`config.mk`:
```
export PLATFORM = sky130hd
export DESIGN_NAME = game_controller_flat
export DESIGN_NICKNAME = d
export VERILOG_FILES = /design/src/rtl/game_controller_if.sv /design/src/rtl/game_controller.sv /design/src/flat_wrapper.sv
export SDC_FILE = /design/constraint.sdc
export NUM_CORES = 1
export LEC_CHECK = 0
export CAP_MARGIN = 20
export CORE_MARGIN = 5
export CORE_UTILIZATION = 40
export DETAILED_ROUTE_END_ITERATION = 6
export GPL_ROUTABILITY_DRIVEN = 1
export HOLD_SLACK_MARGIN = 0.03
export PLACE_DENSITY = 0.66
export SKIP_LAST_GASP = 1
export SYNTH_ARGS = -nofsm -noshare
export SYNTH_HDL_FRONTEND = slang
export SYNTH_SLANG_ARGS = --single-unit
```
`constraint.sdc`:
```
create_clock -name clk -period 2.09 [get_ports clk]
set_clock_uncertainty 0.1 [all_clocks]
set_input_delay 0.627 -clock clk [delete_from_list [all_inputs] [get_ports clk]]
set_output_delay 0.627 -clock clk [all_outputs]
set_load 0.02 [all_outputs]
```
`src/rtl/game_controller_if.sv`:
```
// Game controller side-bus: random-digit handshake plus countdown-timer control.
// The master modport is the controller; the slave modport is the digit
// sequencer / timer side.
interface game_controller_if;
    logic       rand_req;
    logic       rand_valid;
    logic [3:0] rand_digit;
    logic       timeout;
    logic       timer_reconfig;
    logic       timer_enable;

    modport master (
        output rand_req,
        input  rand_valid,
        input  rand_digit,
        input  timeout,
        output timer_reconfig,
        output timer_enable
    );

    modport slave (
        input  rand_req,
        output rand_valid,
        output rand_digit,
        output timeout,
        input  timer_reconfig,
        input  timer_enable
    );
endinterface

```
`src/rtl/game_controller.sv`:
```
// game_controller: round sequencer for the memory-digit game.
// Arms the timer, fetches a random digit, shows it, scores the player's
// entry and raises the level every HITS_PER_LEVEL hits. Timeout ends the game
// and pulses gc_logout.
// Optional build macro GC_MISS_PENALTY_EN: a miss decrements score
// (saturating at 0) and clears the hit counter. Undefined: a miss is a no-op.
module game_controller #(
    parameter int unsigned HITS_PER_LEVEL = 4,
    parameter int unsigned MAX_LEVEL      = 3,
    parameter logic [3:0]  BLANK_CODE     = 4'hF
) (
    input  logic              clk,
    input  logic              rst,
    input  logic              logged_in,
    input  logic              start_btn,
    input  logic [3:0]        user_digit,
    game_controller_if.master gc_bus,
    output logic [1:0]        game_level,
    output logic [3:0]        rand_display,
    output logic [3:0]        player_display,
    output logic [7:0]        score,
    output logic              gc_logout
);

    localparam logic [3:0] HIT_LAST  = 4'(HITS_PER_LEVEL - 1);
    localparam logic [1:0] LEVEL_TOP = 2'(MAX_LEVEL);

    typedef enum logic [2:0] {
        ST_IDLE  = 3'd0,
        ST_ARM   = 3'd1,
        ST_FETCH = 3'd2,
        ST_SHOW  = 3'd3,
        ST_CHECK = 3'd4,
        ST_DONE  = 3'd5
    } state_t;

    state_t     state_r, state_s;
    logic [3:0] captured_r, captured_s;
    logic [3:0] player_r, player_s;
    logic [7:0] score_r, score_s;
    logic [3:0] hit_r, hit_s;
    logic [1:0] level_r, level_s;
    logic       rand_req_r, rand_req_s;
    logic       reconfig_r, reconfig_s;
    logic       enable_r, enable_s;
    logic       logout_r, logout_s;
    logic [3:0] rand_disp_r, rand_disp_s;

    function automatic logic [7:0] sat_inc8(input logic [7:0] v);
        return (v == 8'hFF) ? 8'hFF : v + 8'd1;
    endfunction

    function automatic logic [7:0] sat_dec8(input logic [7:0] v);
        return (v == 8'h00) ? 8'h00 : v - 8'd1;
    endfunction

    // Next-state and datapath updates; logout beats timeout beats button/strobe.
    always_comb begin
        state_s    = state_r;
        captured_s = captured_r;
        player_s   = player_r;
        score_s    = score_r;
        hit_s      = hit_r;
        level_s    = level_r;
        if (!logged_in) begin
            state_s  = ST_IDLE;
            player_s = BLANK_CODE;
            hit_s    = 4'd0;
            level_s  = 2'd0;
        end else begin
            case (state_r)
                ST_IDLE, ST_DONE: begin
                    if (start_btn) begin
                        state_s = ST_ARM;
                        score_s = 8'd0;
                        hit_s   = 4'd0;
                        level_s = 2'd0;
                    end else begin
                        state_s = state_r;
                    end
                end
                ST_ARM: begin
                    state_s = ST_FETCH;
                end
                ST_FETCH: begin
                    if (gc_bus.timeout) begin
                        state_s = ST_DONE;
                    end else if (gc_bus.rand_valid) begin
                        captured_s = gc_bus.rand_digit;
                        state_s    = ST_SHOW;
                    end else begin
                        state_s = ST_FETCH;
                    end
                end
                ST_SHOW: begin
                    if (gc_bus.timeout) begin
                        state_s = ST_DONE;
                    end else if (start_btn) begin
                        player_s = user_digit;
                        state_s  = ST_CHECK;
                    end else begin
                        state_s = ST_SHOW;
                    end
                end
                ST_CHECK: begin
                    if (gc_bus.timeout) begin
                        state_s = ST_DONE;
                    end else if (player_r == captured_r) begin
                        score_s = sat_inc8(score_r);
                        if (hit_r == HIT_LAST) begin
                            hit_s   = 4'd0;
                            level_s = (level_r == LEVEL_TOP) ? LEVEL_TOP : level_r + 2'd1;
                            state_s = ST_ARM;
                        end else begin
                            hit_s   = hit_r + 4'd1;
                            state_s = ST_FETCH;
                        end
                    end else begin
`ifdef GC_MISS_PENALTY_EN
                        score_s = sat_dec8(score_r);
                        hit_s   = 4'd0;
`else
                        score_s = score_r;
`endif
                        state_s = ST_FETCH;
                    end
                end
                default: begin
                    state_s = ST_IDLE;
                end
            endcase
        end
    end

    // Output values for the coming cycle, derived from the state being entered.
    always_comb begin
        rand_req_s  = 1'b0;
        reconfig_s  = 1'b0;
        enable_s    = 1'b0;
        logout_s    = 1'b0;
        rand_disp_s = BLANK_CODE;
        case (state_s)
            ST_ARM: begin
                reconfig_s = 1'b1;
            end
            ST_FETCH: begin
                rand_req_s = 1'b1;
                enable_s   = 1'b1;
            end
            ST_SHOW, ST_CHECK: begin
                enable_s    = 1'b1;
                rand_disp_s = captured_s;
            end
            ST_DONE: begin
                logout_s = (state_r != ST_DONE) ? 1'b1 : 1'b0;
            end
            default: begin
                rand_req_s = 1'b0;
            end
        endcase
    end

    // State and registered outputs with synchronous reset.
    always_ff @(posedge clk) begin
        if (rst) begin
            state_r     <= ST_IDLE;
            captured_r  <= 4'd0;
            player_r    <= BLANK_CODE;
            score_r     <= 8'd0;
            hit_r       <= 4'd0;
            level_r     <= 2'd0;
            rand_req_r  <= 1'b0;
            reconfig_r  <= 1'b0;
            enable_r    <= 1'b0;
            logout_r    <= 1'b0;
            rand_disp_r <= BLANK_CODE;
        end else begin
            state_r     <= state_s;
            captured_r  <= captured_s;
            player_r    <= player_s;
            score_r     <= score_s;
            hit_r       <= hit_s;
            level_r     <= level_s;
            rand_req_r  <= rand_req_s;
            reconfig_r  <= reconfig_s;
            enable_r    <= enable_s;
            logout_r    <= logout_s;
            rand_disp_r <= rand_disp_s;
        end
    end

    assign gc_bus.rand_req       = rand_req_r;
    assign gc_bus.timer_reconfig = reconfig_r;
    assign gc_bus.timer_enable   = enable_r;
    assign game_level            = level_r;
    assign rand_display          = rand_disp_r;
    assign player_display        = player_r;
    assign score                 = score_r;
    assign gc_logout             = logout_r;

endmodule

```
`src/flat_wrapper.sv`:
```
// flat-port wrapper written by rule: the top's interface ports become plain ports
module game_controller_flat 
#(
    parameter int unsigned HITS_PER_LEVEL = 4,
    parameter int unsigned MAX_LEVEL      = 3,
    parameter logic [3:0]  BLANK_CODE     = 4'hF
)
  (clk, rst, logged_in, start_btn, user_digit, game_level, rand_display, player_display, score, gc_logout, gc_bus_rand_req, gc_bus_rand_valid, gc_bus_rand_digit, gc_bus_timeout, gc_bus_timer_reconfig, gc_bus_timer_enable);
  game_controller_if gc_bus_i ();
  input  logic clk;
  input  logic rst;
  input  logic logged_in;
  input  logic start_btn;
  input  logic [3:0] user_digit;
  output logic [1:0] game_level;
  output logic [3:0] rand_display;
  output logic [3:0] player_display;
  output logic [7:0] score;
  output logic gc_logout;
  output wire logic [$bits(gc_bus_i.rand_req)-1:0] gc_bus_rand_req;
  input wire logic [$bits(gc_bus_i.rand_valid)-1:0] gc_bus_rand_valid;
  input wire logic [$bits(gc_bus_i.rand_digit)-1:0] gc_bus_rand_digit;
  input wire logic [$bits(gc_bus_i.timeout)-1:0] gc_bus_timeout;
  output wire logic [$bits(gc_bus_i.timer_reconfig)-1:0] gc_bus_timer_reconfig;
  output wire logic [$bits(gc_bus_i.timer_enable)-1:0] gc_bus_timer_enable;
  assign gc_bus_rand_req = gc_bus_i.rand_req;
  assign gc_bus_i.rand_valid = gc_bus_rand_valid;
  assign gc_bus_i.rand_digit = gc_bus_rand_digit;
  assign gc_bus_i.timeout = gc_bus_timeout;
  assign gc_bus_timer_reconfig = gc_bus_i.timer_reconfig;
  assign gc_bus_timer_enable = gc_bus_i.timer_enable;
  game_controller #(.HITS_PER_LEVEL(HITS_PER_LEVEL), .MAX_LEVEL(MAX_LEVEL), .BLANK_CODE(BLANK_CODE)) u_core (.clk(clk), .rst(rst), .logged_in(logged_in), .start_btn(start_btn), .user_digit(user_digit), .gc_bus(gc_bus_i), .game_level(game_level), .rand_display(rand_display), .player_display(player_display), .score(score), .gc_logout(gc_logout));
endmodule
```
; ---- Word level (Yosys, flattened, before mapping)
; Index checks and enable logic that the tools add are counted.
[totals]
register_bits = 33
output_inout_bits = 22
[classes]
add_sub_neg = 3
n_eq_ne = 19
muxes = 34
bitwise_logic = 4
n_reduce_logical = 12
[op_table]
columns = cell, count
row1 = 4-bit 2-to-1 mux, 8
row2 = 8-bit 2-to-1 mux, 4
row3 = 3-bit 2-to-1 mux, 6
row4 = 8-bit case mux with 2 select lines, 1
row5 = 3-bit case mux with 5 select lines, 1
row6 = 2-bit 2-to-1 mux, 7
row7 = "3-bit by 2-bit equality test with 1-bit output, second input constant", 4
row8 = "3-bit equality test, second input constant", 4
row9 = 5-bit AND reduction, 2
row10 = 2-bit OR reduction, 5
row11 = "8-bit by 1-bit adder with 8-bit output, second input constant", 1
row12 = "8-bit equality test, second input constant", 1
row13 = 4-bit case mux with 2 select lines, 1
row14 = "3-bit by 1-bit equality test with 1-bit output, second input constant", 2
row15 = 1-bit 2-to-1 mux, 5
row16 = "4-bit by 1-bit adder with 4-bit output, second input constant", 1
row17 = "4-bit by 2-bit equality test with 1-bit output, second input constant", 1
row18 = 4-bit equality test, 1
row19 = "2-bit by 1-bit inequality test with 1-bit output, second input constant", 2
row20 = "2-bit inequality test, second input constant", 2
row21 = 1-bit NOT, 4
row22 = 2-bit case mux with 2 select lines, 1
row23 = 4-bit AND reduction, 1
row24 = 3-bit zero test, 1
row25 = 6 further kinds, 6

; ---- Depth between registers and ports, before layout
[depth]
word_depth = 10
ltp_mapped = 7
ltp_nobuf = 6

; ---- Worst setup path before layout
; OpenSTA, ideal clock, no wires.
[synth_path]
path_kind = input to register
from = input start_btn
to = register u_core.rand_disp_r[0] (netlist: u_core.rand_display[0])
setup_time_ps = 131
t_arrival_ps = 1710
required_ps = 1859
setup_slack_ps = 149
cell_stages = 5
n_path_buf = 0
path_cell_list = and2_1 o211a_1 nor4b_1 o221a_2 o21ai_0
[synth_between]
elab_chain_len = 8
[synth_lines]
columns = item, line
row1 = from (decl), flat_wrapper.sv:13  ; input logic start_btn;
row2 = 3-bit 2-to-1 mux, game_controller.sv:98  ; end else if (start_btn) begin
row3 = 3-bit 2-to-1 mux, game_controller.sv:96  ; if (gc_bus.timeout) begin
row4 = 3-bit case mux with 5 select lines *, game_controller.sv:71  ; case (state_r)
row5 = 3-bit 2-to-1 mux *, game_controller.sv:65  ; if (!logged_in) begin
row6 = 3-bit by 2-bit equality test with 1-bit output or 3-bit equality test (tied branches), game_controller.sv:142  ; case (state_s)
row7 = 2-bit OR reduction *, n/a
row8 = 1-bit NOT (no source line) *, n/a
row9 = 2-bit OR reduction (no source line) *, n/a
row10 = to (signal assigned), game_controller.sv:188  ; rand_disp_r <= rand_disp_s;
row11 = to (decl), game_controller.sv:47  ; logic [3:0] rand_disp_r, rand_disp_s;
; Every way passes the cells marked *; elsewhere a longest branch is shown, timed or not.
; A chain may end at the register's enable or synchronous reset.

; ---- Final worst setup path
[layout_path]
from = register u_core.score_r[4] (netlist: u_core.score[4])
to = output score[4]
[layout_rtl]
columns = item, line
row1 = from (decl), game_controller.sv:40  ; logic [7:0] score_r, score_s;
row2 = from (signal assigned), game_controller.sv:181  ; score_r <= score_s;
row3 = to (decl), flat_wrapper.sv:18  ; output logic [7:0] score;
; No word-level cell between the ends.

==> results_tabular.tex <==
\begin{tabular}{lr}
\hline
Metric & Value \\
\hline
\multicolumn{2}{l}{\textbf{Worst hold path}} \\
Hold WC Path Type & flip-flop to flip-flop \\
Min-delay src & u\_core.hit\_r[1]\$\_SDFFE\_PP0P\_ \\
\multicolumn{2}{l}{\textbf{Yosys}} \\
Top area cells in the synthesized netlist & sky130\_fd\_sc\_hd\_\_dfxtp\_1 (41\%), sky130\_fd\_sc\_hd\_\_mux2i\_1 (6.8\%), sky130\_fd\_sc\_hd\_\_a21oi\_1 (4.0\%), sky130\_fd\_sc\_hd\_\_nand2\_1 (3.5\%), sky130\_fd\_sc\_hd\_\_nor2\_1 (3.0\%) \\
FFs w/ async S/R, synth & 0\% \\
Post-synthesis net count & 196 \\
Most frequently used flop master after synthesis & sky130\_fd\_sc\_hd\_\_dfxtp\_1 \\
Portion of the post-synthesis area used by sequential elements & 40.9\% \\
Yosys top cell area share & 40.9\% \\
Number of synthesized flops with an enable pin & 0 \\
Post-Synthesis Cell Area & 0.00161 sq mm \\
Post-Synthesis Mean Instance Area & 8.97 sq um \\
Number of flip-flops and latches in the synthesized netlist & 33 \\
Warnings from Yosys & 0 \\
Number of instances in the synthesized netlist & 180 \\
Number of unique standard cell types used by synthesis & 46 \\
Biggest area consumer among synthesized cells & sky130\_fd\_sc\_hd\_\_dfxtp\_1 \\
\multicolumn{2}{l}{\textbf{Final layout}} \\
Highest-count cells in the layout ignoring fill and taps & sky130\_fd\_sc\_hd\_\_dfxtp\_1 (32), sky130\_fd\_sc\_hd\_\_clkdlybuf4s50\_1 (26), sky130\_fd\_sc\_hd\_\_buf\_4 (19) \\
Area added between synthesis and finish & 43.6\% \\
Final design instance area without fill & 0.00232 sq mm \\
Net count, final & 249 \\
Most common cell after layout, fill and taps aside & sky130\_fd\_sc\_hd\_\_dfxtp\_1 \\
Fraction of layout cells with a size suffix above 1 & 20.5\% \\
Fraction of the core area covered by cells at the end of the flow & 58.8\% \\
Number of antenna repair diodes & 0 \\
\multicolumn{2}{l}{\textbf{Setup path}} \\
Critical Path AT & 1310 ps \\
Critical Path Slowest Stage Cell & sky130\_fd\_sc\_hd\_\_clkdlybuf4s50\_1 \\
Delay-heaviest family, CP & buffers and inverters \\
Required time reported for the critical path endpoint & 1360 ps \\
Chain of cells forming the critical path & clkdlybuf4s50\_1 \\
Endpoint kind of the worst setup timing path & output port \\
CP peak stage delay & 640 ps \\
Critical path fanouts, max & 4 \\
Startpoint of the worst-slack reg-to-reg timing path & u\_core.state\_r[2]\$\_SDFF\_PP0\_ \\
Class of the most critical setup path & flip-flop to output port \\
Critical path origin & u\_core.score[4]\$\_SDFFE\_PP0P\_ \\
CP Buf/Inv Count & 1 \\
Critical Path Start Type & flip-flop \\
\multicolumn{2}{l}{\textbf{STA}} \\
Unrepaired setup endpoints after global routing & false \\
Number of hold-slack violations in the final timing report & 0 \\
Peak clock frequency supported by timing & 490 MHz \\
Transition time of the tightest slew-check pin & 377 ps \\
Final number of setup-violating endpoints & 0 \\
Time the worst path needs with I/O delays and setup & 2040 ps \\
Max-slew violation total from the final report & 0 \\
Crit share post-route & 97.7\% \\
Headroom to the max-slew limit & 74.7\% \\
\multicolumn{2}{l}{\textbf{Place}} \\
Area of placed instances & 0.00212 sq mm \\
HPWL Detailed & 3120 microns \\
Count of buffers from port buffering & 35 \\
Placer Congestion & 0.863 \\
\multicolumn{2}{l}{\textbf{Clocking}} \\
Master cell of the clock root buffer & sky130\_fd\_sc\_hd\_\_clkbuf\_8 \\
Clock tree from TritonCTS & yes \\
H-Tree Depth & 2 \\
Largest buffer count on any clock path & 2 \\
Inserted Clock Buffers & 5 \\
Worst-skew pair later-pin latency & 290 ps \\
Sinks on the clock net & 33 \\
Clock slew seen by the registers of the worst setup and hold paths & 60 ps \\
\multicolumn{2}{l}{\textbf{GRT}} \\
Antenna violations before repair & 0 \\
Via count of the first global-routing pass & 1523 \\
GRT Overall Usage & 16.2\% \\
Maximum number of pins on one net before global-route repair & 15 \\
GR Overflow Total & 0 \\
First-pass GRT wire length & 6820 microns \\
\multicolumn{2}{l}{\textbf{Floorplan}} \\
Die outline area & 0.00541 sq mm \\
Number of placed I/O pins & 36 \\
Placeable Area & 0.00394 sq mm \\
Initial core utilization & 40.9\% \\
Cell row count & 23 \\
Die boundary width & 73.5 microns \\
Chip Height & 73.5 microns \\
\multicolumn{2}{l}{\textbf{Power}} \\
Clock network fraction of design power & 44.8\% \\
Peak supply drop & 0.317 mV \\
Switching power of the nets & 0.297 mW \\
Power density over cell area & 599 mW/mm\^{}2 \\
Cell internal pwr & 1.09 mW \\
Part of the total power dissipated in combinational logic & 9.2\% \\
Reported leakage power & 1.02 nW \\
Fraction of power spent switching nets & 21.4\% \\
Part of the total power dissipated in sequential elements & 46.0\% \\
\multicolumn{2}{l}{\textbf{Routing}} \\
Drt total wl & 4130 microns \\
Initial DRC Count & 90 \\
Vias per inst & 5.39 \\
Final routed DRC violation total & 0 \\
DRT antenna net count & 0 \\
Pre-antenna DRT Iters & 4 \\
Routed length per instance & 14.5 microns \\
Via Count & 1532 \\
\multicolumn{2}{l}{\textbf{Run}} \\
Max-capacitance violation count & 0 \\
\multicolumn{2}{l}{\textbf{Run status}} \\
Result of the run & finished, final reports clean \\
\hline
\end{tabular}
[synth_stat cells (2+ instances only)]
| cell | number |
|---|---|
| sky130_fd_sc_hd__buf_4 | 2 |
| sky130_fd_sc_hd__nor2_1 | 13 |
| sky130_fd_sc_hd__nand3b_1 | 2 |
| sky130_fd_sc_hd__nor3b_2 | 2 |
| sky130_fd_sc_hd__o21ai_0 | 9 |
| sky130_fd_sc_hd__a21oi_1 | 13 |
| sky130_fd_sc_hd__a41oi_1 | 2 |
| sky130_fd_sc_hd__o21a_1 | 2 |
| sky130_fd_sc_hd__and3_1 | 2 |
| sky130_fd_sc_hd__ha_1 | 2 |
| sky130_fd_sc_hd__inv_1 | 7 |
| sky130_fd_sc_hd__xor2_1 | 5 |
| sky130_fd_sc_hd__nor2b_1 | 5 |
| sky130_fd_sc_hd__nand3_1 | 4 |
| sky130_fd_sc_hd__a211oi_1 | 4 |
| sky130_fd_sc_hd__nor4b_1 | 2 |
| sky130_fd_sc_hd__nand2_1 | 15 |
| sky130_fd_sc_hd__dfxtp_1 | 33 |
| sky130_fd_sc_hd__nand2b_1 | 2 |
| sky130_fd_sc_hd__and4_1 | 3 |
| sky130_fd_sc_hd__nor3_1 | 7 |
| sky130_fd_sc_hd__clkbuf_1 | 4 |
| sky130_fd_sc_hd__a21o_1 | 2 |
| sky130_fd_sc_hd__nand4_1 | 2 |
| sky130_fd_sc_hd__and2_1 | 4 |
| sky130_fd_sc_hd__o211a_1 | 2 |
| sky130_fd_sc_hd__mux2i_1 | 11 |
[flip-flops by register name, indices dropped and copies added (netlist names)]
| register | flops |
|---|---|
| u_core.state_r | 3 |
| u_core.game_level | 2 |
| u_core.gc_bus.rand_req | 1 |
| u_core.rand_display | 4 |
| u_core.captured_r | 4 |
| u_core.hit_r | 4 |
| u_core.gc_logout | 1 |
| u_core.gc_bus.timer_enable | 1 |
| u_core.score | 8 |
| u_core.gc_bus.timer_reconfig | 1 |
| u_core.player_display | 4 |
[per-stage QoR]
step	hold WS, ps	setup TNS, ps	worst slack, ps	cells	total power [mW]
2_1_floorplan	349	0	149	180	0.703
3_3_place_gp	360	-6250	-337	276	0.769
3_5_place_dp	361	-7050	-384	276	0.770
4_1_cts	371	0	0.674	284	1.40
5_1_grt	390	0	7.33	284	1.44
6_report	368	0	48.9	284	1.39
[worst paths after layout]
check                                      end  slack [ps]  depth (start not counted)
min reg2reg       u_core.hit_r[1]$_SDFFE_PP0P_         370                          2
min               u_core.hit_r[1]$_SDFFE_PP0P_         370                          2
max reg2reg  u_core.rand_display[1]$_SDFF_PP1_         180                          6
max                                   score[4]          50                          1
[what timing repair did]
action | CTS | global route
resized for setup | 11 | 18
pin swaps | 0 | 4
hold buffers | 0 | 0
endpoints found under the setup margin | 16 | 20
buffers inserted | 0 | 0
[power by group through the flow]
| stage | logic (mW) | registers (mW) | clock network [mW] |
|---|---|---|---|
| CTS | 0.122 | 0.638 | 0.641 |
| detailed placement | 0.118 | 0.652 | 0 |
| floorplan | 0.0501 | 0.653 | 0 |
| global route | 0.137 | 0.639 | 0.662 |
| finish | 0.128 | 0.639 | 0.622 |
| global placement | 0.116 | 0.652 | 0 |
[final cells by class]
type                            instances  area [sq um]
Tap cell                               50          62.6
Clock inverter                          1          30.0
Sequential cell                        33           662
Timing Repair Buffer                   54           500
Fill cell                             330          1620
Inverter                                7          26.3
Clock buffer                            7          86.3
Multi-Input combinational cell        132           951
[kinds of logic (layout without fill, tap and decap cells)]
family                   Yosys count  in the layout  share of synthesized area, %
multiplexers                      11             11                          6.82
flip-flops                        33             33                          40.9
AND/OR/NAND/NOR                   72             72                          26.4
adder cells (fa/ha/maj)            2              2                          1.55
AO/OA/AOI/OAI                     42             42                          17.1
XOR/XNOR                           5              5                          2.71
buffers and inverters             15             69                          4.50
[routing by layer]
layer  share of wire [%]  track usage [%]
met2                  50             27.5
met4                 2.6             8.05
met5                   0                0
met3                 3.7             3.42
met1                  44             19.2
(Power assumes the default switching activity.)
